[src/rtl/id_bus_arbiter.sv]
// Round-robin arbiter sharing one Avalon-MM master among NUM_REQ requesters.
// Serialises single-word reads/writes, honours waitrequest, aborts stalled commands.
module id_bus_arbiter #(
  parameter int NUM_REQ        = 4,
  parameter int TIMEOUT_CYCLES = 256
) (
  input  logic                    clock,
  input  logic                    reset,
  input  logic [NUM_REQ-1:0]      req_valid,
  input  logic [NUM_REQ-1:0]      req_write,
  input  logic [16*NUM_REQ-1:0]   req_address,
  input  logic [32*NUM_REQ-1:0]   req_writedata,
  output logic [NUM_REQ-1:0]      rsp_done,
  output logic [31:0]             rsp_readdata,
  output logic                    rsp_error,
  output logic [15:0]             avalon_master_address,
  output logic                    avalon_master_read,
  output logic                    avalon_master_write,
  output logic [31:0]             avalon_master_writedata,
  input  logic [31:0]             avalon_master_readdata,
  input  logic                    avalon_master_waitrequest
);

  localparam int IDX_W = (NUM_REQ > 1) ? $clog2(NUM_REQ) : 1;
  localparam int CNT_W = (TIMEOUT_CYCLES > 2) ? $clog2(TIMEOUT_CYCLES) : 1;
  localparam logic [CNT_W-1:0] CNT_LAST = CNT_W'(TIMEOUT_CYCLES - 1);
  localparam logic [IDX_W-1:0] IDX_LAST = IDX_W'(NUM_REQ - 1);
  localparam logic [31:0] TIMEOUT_DATA = 32'hDEADBEEF;

  typedef enum logic [1:0] {
    IDLE  = 2'd0,
    ISSUE = 2'd1,
    DONE  = 2'd2
  } state_t;

  state_t               state_reg, state_next;
  logic [IDX_W-1:0]     grant_reg, grant_next;
  logic [IDX_W-1:0]     rr_ptr_reg, rr_ptr_next;
  logic [CNT_W-1:0]     cnt_reg, cnt_next;
  logic                 read_reg, read_next;
  logic                 write_reg, write_next;
  logic [15:0]          addr_reg, addr_next;
  logic [31:0]          wdata_reg, wdata_next;
  logic [NUM_REQ-1:0]   done_reg, done_next;
  logic [31:0]          rdata_reg, rdata_next;
  logic                 error_reg, error_next;

  logic [15:0]          req_addr_arr  [NUM_REQ];
  logic [31:0]          req_wdata_arr [NUM_REQ];
  logic [IDX_W:0]       rot_sum [NUM_REQ];
  logic [IDX_W-1:0]     rot_idx [NUM_REQ];
  logic [NUM_REQ-1:0]   rot_valid;
  logic                 pick_valid;
  logic [IDX_W-1:0]     pick_idx;

  // rot_idx[k] is the requester k positions after rr_ptr, wrapping at NUM_REQ
  genvar gi;
  generate
    for (gi = 0; gi < NUM_REQ; gi++) begin : g_req
      assign req_addr_arr[gi]  = req_address[16*gi +: 16];
      assign req_wdata_arr[gi] = req_writedata[32*gi +: 32];
      assign rot_sum[gi]       = {1'b0, rr_ptr_reg} + (IDX_W+1)'(gi);
      assign rot_idx[gi]       = (rot_sum[gi] >= (IDX_W+1)'(NUM_REQ))
                                 ? IDX_W'(rot_sum[gi] - (IDX_W+1)'(NUM_REQ))
                                 : IDX_W'(rot_sum[gi]);
      assign rot_valid[gi]     = req_valid[rot_idx[gi]];
    end
  endgenerate

  // Scan downward so the smallest offset from rr_ptr ends up winning
  always_comb begin
    pick_valid = 1'b0;
    pick_idx   = '0;
    for (int k = NUM_REQ - 1; k >= 0; k--) begin
      if (rot_valid[k]) begin
        pick_valid = 1'b1;
        pick_idx   = rot_idx[k];
      end
    end
  end

  always_ff @(posedge clock) begin
    if (reset) begin
      state_reg  <= IDLE;
      grant_reg  <= '0;
      rr_ptr_reg <= '0;
      cnt_reg    <= '0;
      read_reg   <= 1'b0;
      write_reg  <= 1'b0;
      addr_reg   <= '0;
      wdata_reg  <= '0;
      done_reg   <= '0;
      rdata_reg  <= '0;
      error_reg  <= 1'b0;
    end else begin
      state_reg  <= state_next;
      grant_reg  <= grant_next;
      rr_ptr_reg <= rr_ptr_next;
      cnt_reg    <= cnt_next;
      read_reg   <= read_next;
      write_reg  <= write_next;
      addr_reg   <= addr_next;
      wdata_reg  <= wdata_next;
      done_reg   <= done_next;
      rdata_reg  <= rdata_next;
      error_reg  <= error_next;
    end
  end

  always_comb begin
    state_next  = state_reg;
    grant_next  = grant_reg;
    rr_ptr_next = rr_ptr_reg;
    cnt_next    = cnt_reg;
    read_next   = read_reg;
    write_next  = write_reg;
    addr_next   = addr_reg;
    wdata_next  = wdata_reg;
    done_next   = '0;
    rdata_next  = rdata_reg;
    error_next  = error_reg;

    unique case (state_reg)
      IDLE: begin
        if (pick_valid) begin
          grant_next = pick_idx;
          read_next  = ~req_write[pick_idx];
          write_next = req_write[pick_idx];
          addr_next  = req_addr_arr[pick_idx];
          wdata_next = req_wdata_arr[pick_idx];
          cnt_next   = '0;
          state_next = ISSUE;
        end
      end
      ISSUE: begin
        // Acceptance is checked first so it wins over a same-cycle timeout
        if (!avalon_master_waitrequest) begin
          read_next             = 1'b0;
          write_next            = 1'b0;
          rdata_next            = write_reg ? 32'h0 : avalon_master_readdata;
          error_next            = 1'b0;
          done_next[grant_reg]  = 1'b1;
          state_next            = DONE;
        end else if (cnt_reg == CNT_LAST) begin
          read_next             = 1'b0;
          write_next            = 1'b0;
          rdata_next            = TIMEOUT_DATA;
          error_next            = 1'b1;
          done_next[grant_reg]  = 1'b1;
          state_next            = DONE;
        end else begin
          cnt_next = cnt_reg + 1'b1;
        end
      end
      DONE: begin
        rr_ptr_next = (grant_reg == IDX_LAST) ? '0 : grant_reg + 1'b1;
        state_next  = IDLE;
      end
      default: begin
        state_next = IDLE;
      end
    endcase
  end

  assign rsp_done                = done_reg;
  assign rsp_readdata            = rdata_reg;
  assign rsp_error               = error_reg;
  assign avalon_master_address   = addr_reg;
  assign avalon_master_read      = read_reg;
  assign avalon_master_write     = write_reg;
  assign avalon_master_writedata = wdata_reg;

endmodule

[config.mk]
export PLATFORM = sky130hd
export DESIGN_NAME = id_bus_arbiter
export DESIGN_NICKNAME = d
export VERILOG_FILES = /design/src/rtl/id_bus_arbiter.sv
export SDC_FILE = /design/constraint.sdc
export NUM_CORES = 1
export LEC_CHECK = 0
export CELL_PAD_IN_SITES_DETAIL_PLACEMENT = 0
export CELL_PAD_IN_SITES_GLOBAL_PLACEMENT = 1
export CORE_MARGIN = 3
export CORE_UTILIZATION = 23
export CTS_CLUSTER_SIZE = 30
export DETAILED_ROUTE_END_ITERATION = 16
export PLACE_DENSITY = 0.8
export SYNTH_ARGS = -nofsm -noshare
export SYNTH_HDL_FRONTEND = slang
export SYNTH_SLANG_ARGS = --single-unit
[constraint.sdc]
create_clock -name clock -period 1.5 [get_ports clock]
set_input_delay 0.15 -clock clock [delete_from_list [all_inputs] [get_ports clock]]
set_output_delay 0.15 -clock clock [all_outputs]
set_load 0.03 [all_outputs]
* Word-level counts from Yosys, hierarchy flattened
Index checks and enable logic that the tools add are counted.
Word-level totals: bits in registers 101, bits of input ports 235, output and inout bits 87, word-level logic and storage cells 105
Cells by class: add/sub/neg operators 9, order comparisons 12, eq/ne operators 9, mux-type cells 52, bitwise logic cells 3, reductions and logical operators 9
Operator list (number):
- 2-to-1 mux 32 bit | 5
- binary-select mux 32 bit (select 2 bit) | 1
- binary-select mux 16 bit (select 2 bit) | 1
- 2-to-1 mux 16 bit | 2
- 2-to-1 mux 2 bit | 12
- 2-to-1 mux 8 bit | 3
- < comparator 2 x 3 -> 1 bit, second input constant | 6
- 2-to-1 mux 1 bit | 16
- case mux 8 bit (2 select lines) | 1
- greater-or-equal comparator 3 bit, second input constant | 4
- binary-select mux 1 bit (select 2 bit) | 5
- adder 8 x 1 -> 8 bit, second input constant | 1
- equality test 8 bit, second input constant | 1
- 2-to-1 mux 4 bit | 2
- subtractor 2 x 1 -> 2 bit, second input constant | 4
- adder 2 x 2 -> 3 bit, second input constant | 2
- inequality test 2 bit, second input constant | 3
- AND reduction 2 bit | 3
- equality test 2 bit, second input constant | 2
- case mux 1 bit (2 select lines) | 2
- case mux 2 bit (2 select lines) | 1
- AND reduction 4 bit | 1
- adder 2 x 1 -> 3 bit, second input constant | 1
- greater-or-equal comparator 2 x 3 -> 1 bit, second input constant | 1
- 13 further kinds | 14

* Depth between registers and ports, before layout
Gate-level depths: netlist of run 1.
depth after elaboration 14, gate-level depth with buffers 8, gate-level depth less buffers 6

* Worst setup path before layout of run 1
OpenSTA, ideal clock, no wires.
kind reg2reg, from register rr_ptr_reg[1], to register addr_reg[10], in the netlist avalon_master_address[10], library setup time 0.138 ns, data arrival time 1.484 ns, required time 1.362 ns, path slack -0.121 ns, cell stages (with the launch flop) 8, path buffers 2, period minus slack after synthesis 1.621 ns, cells stage by stage dfxtp_1 nand2_1 a311oi_2 nor2_4 buf_6 buf_4 mux2i_1 o221ai_1
On the way: cells in the longest elaborated chain, start to end 13, elaborated cells on any way between the ends 36, classes of those cells 7 x add/sub; 4 x order compare; 23 x mux; 1 x bitwise; 1 x reduce/logical
Ends and longest elaborated chain:
- start: declaration | RTL line 38 | logic [IDX_W-1:0] rr_ptr_reg, rr_ptr_next;
- start signal: assignment | RTL line 98 | rr_ptr_reg <= rr_ptr_next;
- adder 2 x 2 -> 3 bit | RTL line 62 | assign rot_sum[gi] = {1'b0, rr_ptr_reg} + (IDX_W+1)'(gi);
- greater-or-equal comparator 3 bit / subtractor 2 x 1 -> 2 bit (equally long branches) | RTL line 63, 64
- 2-to-1 mux 2 bit | RTL line 64 | ? IDX_W'(rot_sum[gi] - (IDX_W+1)'(NUM_REQ))
- binary-select mux 1 bit (select 2 bit) | RTL line 66 | assign rot_valid[gi] = req_valid[rot_idx[gi]];
- 2-to-1 mux 1 bit (implied by the code) | RTL line 66
- 2-to-1 mux 2 bit (4 in a row) | RTL line 75 | if (rot_valid[k]) begin
- NOT 2 -> 3 bit (implied by the code) | RTL line 129 | addr_next = req_addr_arr[pick_idx];
- binary-select mux 16 bit (select 2 bit) | RTL line 129
- 2-to-1 mux 16 bit (implied by the code) (2 in a row) | RTL line 129
- end signal: assignment | RTL line 102 | addr_reg <= addr_next;
- end: declaration | RTL line 42 | logic [15:0] addr_reg, addr_next;
Several ways; a longest one is shown, not always the timed one. The select of a mux whose other input is x is not followed. A chain may end at the register's enable or synchronous reset.

* Worst setup path in the final report of run 1
from register rr_ptr_reg[0], to register wdata_reg[13], in the netlist avalon_master_writedata[13]
On the way: cells in the longest elaborated chain, start to end 13, elaborated cells on any way between the ends 36, classes of those cells 7 x add/sub; 4 x order compare; 23 x mux; 1 x bitwise; 1 x reduce/logical
Ends and longest elaborated chain:
- adder 2 x 2 -> 3 bit | RTL line 62
- greater-or-equal comparator 3 bit / subtractor 2 x 1 -> 2 bit (equally long branches) | RTL line 63, 64
- 2-to-1 mux 2 bit | RTL line 64
- binary-select mux 1 bit (select 2 bit) | RTL line 66
- 2-to-1 mux 1 bit (implied by the code) | RTL line 66
- 2-to-1 mux 2 bit (4 in a row) | RTL line 75
- NOT 2 -> 3 bit (implied by the code) | RTL line 130 | wdata_next = req_wdata_arr[pick_idx];
- binary-select mux 32 bit (select 2 bit) | RTL line 130
- 2-to-1 mux 32 bit (implied by the code) (2 in a row) | RTL line 130
- end signal: assignment | RTL line 103 | wdata_reg <= wdata_next;
- end: declaration | RTL line 43 | logic [31:0] wdata_reg, wdata_next;
Several ways; a longest one is shown, not always the timed one. The select of a mux whose other input is x is not followed.

==> impl_metrics.yaml, run 1 <==
outcome:
  status: "finished, violations left"
  violations: "setup timing"
worst_setup_path:
  r2r-start: "rr_ptr_reg[0]"
  worst-endpoint-required_ns: 1.76
  critical_path.slowest_cell: "dfxtp_4"
  worst-r2r-setup-slack_ns: -0.18
  max_stage_delay_ns: 0.36
  timing.critical_path.buf_inv: 5
  crit_path_max_fanout: 8
  worstSetupEndpoint: "avalon_master_writedata[13]"
  worst_path_most_repeated_cell: "buf_12"
  worst-setup-path-type: "flop to flop"
  rr_worst_depth: 9
  worstSetupPathDepth: 9
  worst_path_dominant_cell_family: "buffers and inverters"
  worst_reg2reg_endpoint: "avalon_master_writedata[13]"
  crit_path_cell_trace: "nand2b_4 > a21oi_2 > buf_4 > o311ai_4 > buf_6 > buf_12 > buf_12 > buf_16 > o221ai_1"
  end_kind: "flop"
  critical_path_data_arrival_time_ns: 1.94
  cp-start-kind: "flop"
  crit_path_start: "rr_ptr_reg[0]"
die:
  coreArea_um2: 20500
  ios: 322
  die_h_um: 152
  die_area_um2: 23000
  floorplan.die.width_um: 152
  fp-row-count: 52
  initial_core_utilization_pct: 23.8
power_and_ir_drop:
  p_total_uw: 8860
  leakagePower_uw: 0.00405
  powerDensity_nw_per_um2: 886
  p_clk_share_pct: 31.0
  sw_frac_of_total_pct: 30.8
  comb_power_share_pct: 34.0
  vdd_ir_drop_max_mv: 0.522
  switchingPower_uw: 2730
  seq_power_share_pct: 35.0
  p_int_uw: 6130
routing:
  dr_wl_met3_mm: 1.54
  via_count: 5371
  drt.antenna.violating_nets: 0
  via_per_inst: 4.61
  routed_wire_length_per_instance_um: 18.2
  drt_first_pass_iters: 4
  met2_wirelength_from_detailed_routing_mm: 10.4
  wl_mm: 21.2
  top_layer_used: "met4"
  drc_violation_count_after_routing: 0
  drt_first_iter_violations: 169
  wirelength_met1_mm: 8.76
finish:
  layout_cells_sized_above_1_pct: 22.3
  final-seq-area_um2: 2040
  multi_input_area_um2: 3160
  finish.instance_area_um2: 10000
  antenna-diode-count: 0
  fillers: 1940
  final_net_count: 1131
  syn2layout_area_growth_pct: 105
global_route:
  grt_pass1_wl_mm: 29.5
  grt_antenna_before_repair: 0
  vias_in_the_first_global_route: 5399
  globalRouteTotalUtil_pct: 16.7
  grt.overflow.total: 0
  grt_max_degree: 27
timing:
  timing.final.ws_setup_ns: -0.181
  max_freq_mhz: 595
  slew-limit-headroom_pct: 74.3
  maxSlewViolCount: 0
  setup_viol: 68
  rsz0062_at_grt: "true"
  layout_worst_path_cycle_share_pct: 112
  final_hold_viol_count: 0
  maximum_clock_skew_at_final_layout_ns: 0.00708
  tightest_slew_ns: 0.383
  final.min_clock_period_ns: 1.68
logic_synthesis:
  synth_ff_type: "dfxtp_1"
  yosysUniqueCellTypes: 40
  yosys-top-cells-area: "dfxtp_1 41%, mux2i_1 20%, o221ai_1 8.6%"
  yosys_register_bits: 101
  netlist_instances: 519
  synth_edf_count: 0
  synth.net_count: 759
  ys_async_sr_fraction_pct: 0
  synth_top_area_share_pct: 41.5
  library_cell_with_the_largest_summed_area_after_synthesis: "dfxtp_1"
  synth_warnings: 0
  netlist_area_um2: 4870
  synth_seq_area_share_pct: 41.5
  avgSynthCellArea_um2: 9.39
place:
  placed_cell_area_um2: 8760
  gp_congestion: 0.786
  placement.io_buffers: 321
  hpwlAfterDp_mm: 15.1
clock_network:
  clk_transition_reported_paths_ns: 0.07
  max-clock-path-buffers: 2
  cts.hold.buffers_added: 0
  htree_depth: 3
  worstSkewPairLatency_ns: 0.35
  tritoncts: "yes"
  clk_root_buffer_cell: "clkbuf_16"
  tritoncts_buffer_count: 9
  numClockSinks: 101
run:
  cap_violations: 0
worst_hold_path:
  min-delay-start: "reset"
  hp-class: "input port to flop"
worst min-delay path: stages:
cell and delay (ns):
buf_2 0.19, nor2_4 0.08, nand3_1 0.08, o211ai_1 0.07
power groups by stage:
stage | sequential, uW | clock, uW | combinational, uW
global route | 3130 | 2930 | 3210
CTS | 3090 | 2840 | 2770
floorplan | 3610 | 0 | 801
finish | 3100 | 2740 | 3020
global placement | 3150 | 0 | 2750
detailed placement | 3160 | 0 | 2760
area by class of cell:
class	instances	share of cell area (%)
Inverter	5	0.188
Clock buffer	10	2.29
Sequential cell	101	20.4
Clock inverter	6	1.16
Timing Repair Buffer	400	41.0
Multi-Input combinational cell	374	31.6
Tap cell	270	3.38
worst min path at each step:
stage | depth (start not counted) | to | slack (ns)
6_report | 4 | avalon_master_write | 0.28
5_1_grt | 4 | avalon_master_write | 0.28
4_1_cts | 4 | avalon_master_write | 0.27
3_5_place_dp | 2 | avalon_master_writedata[7] | 0.45
3_3_place_gp | 2 | avalon_master_writedata[14] | 0.44
2_1_floorplan | 2 | rsp_readdata[14] | 0.30
metrics by stage:
stage                     setup slack (ns)  cells  TNS, ns  hold slack, ns  utilization [%]
after floorplan                    -0.0206    519   -0.368           0.298                -
after global placement              -0.582   1120   -28.80           0.443             42.7
after detailed placement            -0.602   1120   -31.57           0.448             42.7
after CTS                           -0.169   1149    -5.77           0.267             45.7
after global routing                -0.276   1166   -15.12           0.284             48.8
final                               -0.181   1166    -7.57           0.280             48.8
cell usage in the layout, fill, tap and decap left out, types with 15 or more instances in the layout:
| cell | synthesis | layout |
|---|---|---|
| clkdlybuf4s50_1 | 0 | 229 |
| mux2i_1 | 99 | 82 |
| dlygate4sd2_1 | 0 | 90 |
| nor2_1 | 50 | 35 |
| a211oi_2 | 0 | 18 |
| dfxtp_1 | 101 | 92 |
| buf_12 | 0 | 15 |
| buf_4 | 3 | 46 |
| nand2_1 | 80 | 78 |
| o221ai_1 | 48 | 40 |
synthesized netlist by cell type (2+ instances only):
master / number
clkbuf_1: 18
a22oi_1: 8
nor3_1: 4
o221ai_1: 48
nand2b_1: 3
a21oi_1: 8
nor2_2: 2
nor2b_1: 4
buf_2: 15
dfxtp_1: 101
and2_1: 2
mux2i_1: 99
buf_4: 3
o2111ai_1: 2
inv_1: 5
nand2_1: 80
buf_6: 3
and3_1: 5
xor2_1: 3
o21a_1: 2
o211ai_1: 2
ha_1: 5
nand3_1: 4
xnor2_1: 3
a211oi_1: 26
nor2_1: 50
repair_timing:
item / 4_1_cts / 5_1_grt
gates resized for setup: 130 / 94
hold endpoints to repair: 0 / 0
setup buffers: 10 / 14
gates cloned: 4 / 5
pin swaps: 9 / 47
setup endpoints to repair: 175 / 90
per-layer routing:
metal  vias up  track usage, %
li1       2645               -
met4         0            4.76
met2       230            28.3
met5         -               0
met1      2466            20.6
met3        30            4.97
cells by family (layout without fill, tap and decap cells):
kind of cell	Yosys count	count (layout)	share of synthesized area, %
xor+xnor	6	6	1.08
mux	99	99	20.3
simple gates	161	161	14.3
buf+inv	44	421	4.47
fa+ha+maj	5	5	1.28
flops	101	101	41.5
compound gates	103	103	17.1
Power figures use the tool's default switching activity.
==> inputs of run 2 (changes only) <==
--- a/config.mk
+++ b/config.mk
@@ -9,6 +9,7 @@
 export CELL_PAD_IN_SITES_GLOBAL_PLACEMENT = 1
 export CORE_MARGIN = 3
 export CORE_UTILIZATION = 23
+export CTS_CLUSTER_DIAMETER = 200
 export CTS_CLUSTER_SIZE = 30
 export DETAILED_ROUTE_END_ITERATION = 16
 export PLACE_DENSITY = 0.8
==> results of run 2 <==
The final DEF is identical to that of run 1; final timing and power are the same.
==> inputs of run 3 (changes only) <==
==> constraint.sdc (replaced) <==
create_clock -name clock -period 1.5 [get_ports clock]
set_input_delay 0.15 -clock clock [delete_from_list [all_inputs] [get_ports clock]]
set_output_delay 0.15 -clock clock [all_outputs]
set_load 0.05 [all_outputs]
==> impl_metrics.yaml, run 3 (synthesized netlist as in run 1, its figures left out) <==
timing:
  slew-limit-headroom_pct: 71.3
  final.min_clock_period_ns: 1.71
  max_freq_mhz: 585
  setup_viol: 70
  timing.final.ws_setup_ns: -0.210
  tightest_slew_ns: 0.431
  maxSlewViolCount: 0
  layout_worst_path_cycle_share_pct: 114
  final_hold_viol_count: 0
  maximum_clock_skew_at_final_layout_ns: 0.00698
  rsz0062_at_grt: "true"
  timing.hold.ws_ns: 0.281
die:
  fp-row-count: 52
  ios: 322
  floorplan.die.width_um: 152
  die_h_um: 152
  coreArea_um2: 20500
  die_area_um2: 23000
  initial_core_utilization_pct: 23.8
finish:
  mostFrequentLayoutCell: "clkdlybuf4s50_1"
  layout_cells_sized_above_1_pct: 32.2
  finish.instance_area_um2: 9850
  most-common-layout-cells: "229 x clkdlybuf4s50_1, 121 x buf_4, 91 x dfxtp_1"
  syn2layout_area_growth_pct: 102
  final_net_count: 1121
  fillers: 1954
  antenna-diode-count: 0
worst_setup_path:
  end_kind: "flop"
  worst-endpoint-required_ns: 1.71
  worst-setup-path-type: "flop to flop"
  critical_path_data_arrival_time_ns: 1.92
  crit_path_max_fanout: 7
  cp-start-kind: "flop"
global_route:
  globalRouteTotalUtil_pct: 16.0
  grt.overflow.total: 0
  grt_antenna_before_repair: 0
  vias_in_the_first_global_route: 5198
  grt_max_degree: 28
  grt_pass1_wl_mm: 28.4
place:
  placed_cell_area_um2: 8560
  placement.io_buffers: 321
  gp_congestion: 0.814
  hpwlAfterDp_mm: 14.9
clock_network:
  clk_root_buffer_cell: "clkbuf_16"
  cts.hold.buffers_added: 0
  htree_depth: 3
  worstSkewPairLatency_ns: 0.35
  tritoncts: "yes"
  tritoncts_buffer_count: 9
  max-clock-path-buffers: 2
  clk_transition_reported_paths_ns: 0.07
  numClockSinks: 101
worst_hold_path:
  hp-class: "input port to flop"
routing:
  drt_first_pass_iters: 4
  wl_mm: 21.2
  via_count: 5434
  drt_first_iter_violations: 200
  drc_violation_count_after_routing: 0
  via_per_inst: 4.70
  routed_wire_length_per_instance_um: 18.4
  drt.antenna.violating_nets: 0
run:
  cap_violations: 0
outcome:
  status: "finished, violations left"
  violations: "setup timing"
power_and_ir_drop:
  p_total_uw: 9200
  vdd_ir_drop_max_mv: 0.620
  leakagePower_uw: 0.00386
  powerDensity_nw_per_um2: 934
==> run 3: path summary, 6_finish.rpt <==
kind,startpoint,to,slack [ns],depth (start not counted)
worst max-delay path,rr_ptr_reg[1],avalon_master_writedata[15],-0.21,7
worst min-delay path,reset,avalon_master_write,0.28,4
worst max register to register,rr_ptr_reg[1],avalon_master_writedata[15],-0.21,7
worst min register to register,avalon_master_writedata[14],avalon_master_writedata[14],0.46,2
==> run 3: critical path: stages, from the launching register on <==
cell	delay, ns
dfxtp_2	0.35
nand2_2	0.07
a311oi_4	0.38
nor2_4	0.07
buf_12	0.16
buf_12	0.14
mux2i_2	0.25
o221ai_1	0.15
==> run 3: repair_timing <==
| item | CTS | global route |
|---|---|---|
| endpoints found under the setup margin | 78 | 91 |
| pin swaps | 9 | 53 |
| gates cloned | 3 | 5 |
| gates resized for setup | 43 | 117 |
| buffers inserted | 6 | 9 |
==> run 3: power breakdown <==
part / internal (uW) / switching [uW] / total (uW)
sequential: 2940 / 189 / 3130
clock: 1520 / 1110 / 2640
combinational: 1600 / 1830 / 3430
total: 6060 / 3130 / 9200
==> run 3: final cells by class <==
cell class              count  area [um^2]  share of cell area [%]
clock inverters             6         91.3                   0.928
multi-input cells         374         3210                    32.6
flip-flops and latches    101         2040                    20.7
well taps                 270          338                    3.43
clock buffers              10          239                    2.43
inverters                   5         18.8                   0.191
repair buffers            390         3910                    39.7
==> run 3: through the flow <==
stage / utilization, % / TNS [ns] / instances / worst slack (ns)
floorplan: - / -0.368 / 519 / -0.0206
global placement: 41.8 / -29.69 / 1120 / -0.525
detailed placement: 41.8 / -31.19 / 1120 / -0.615
CTS: 44.8 / -5.63 / 1145 / -0.174
global route: 48.0 / -14.17 / 1156 / -0.295
finish: 48.0 / -6.61 / 1156 / -0.210
==> run 3: per-layer routing <==
metal  up-vias  wire length (um)  GRT usage [%]  share of wire, %
li1       2636                 -              -                 -
met2       224             10500           27.0                50
met3        35              1640           4.67               7.7
met1      2539              8470           19.7                40
met5         -                 0              0                 0
met4         0               562           5.30               2.6
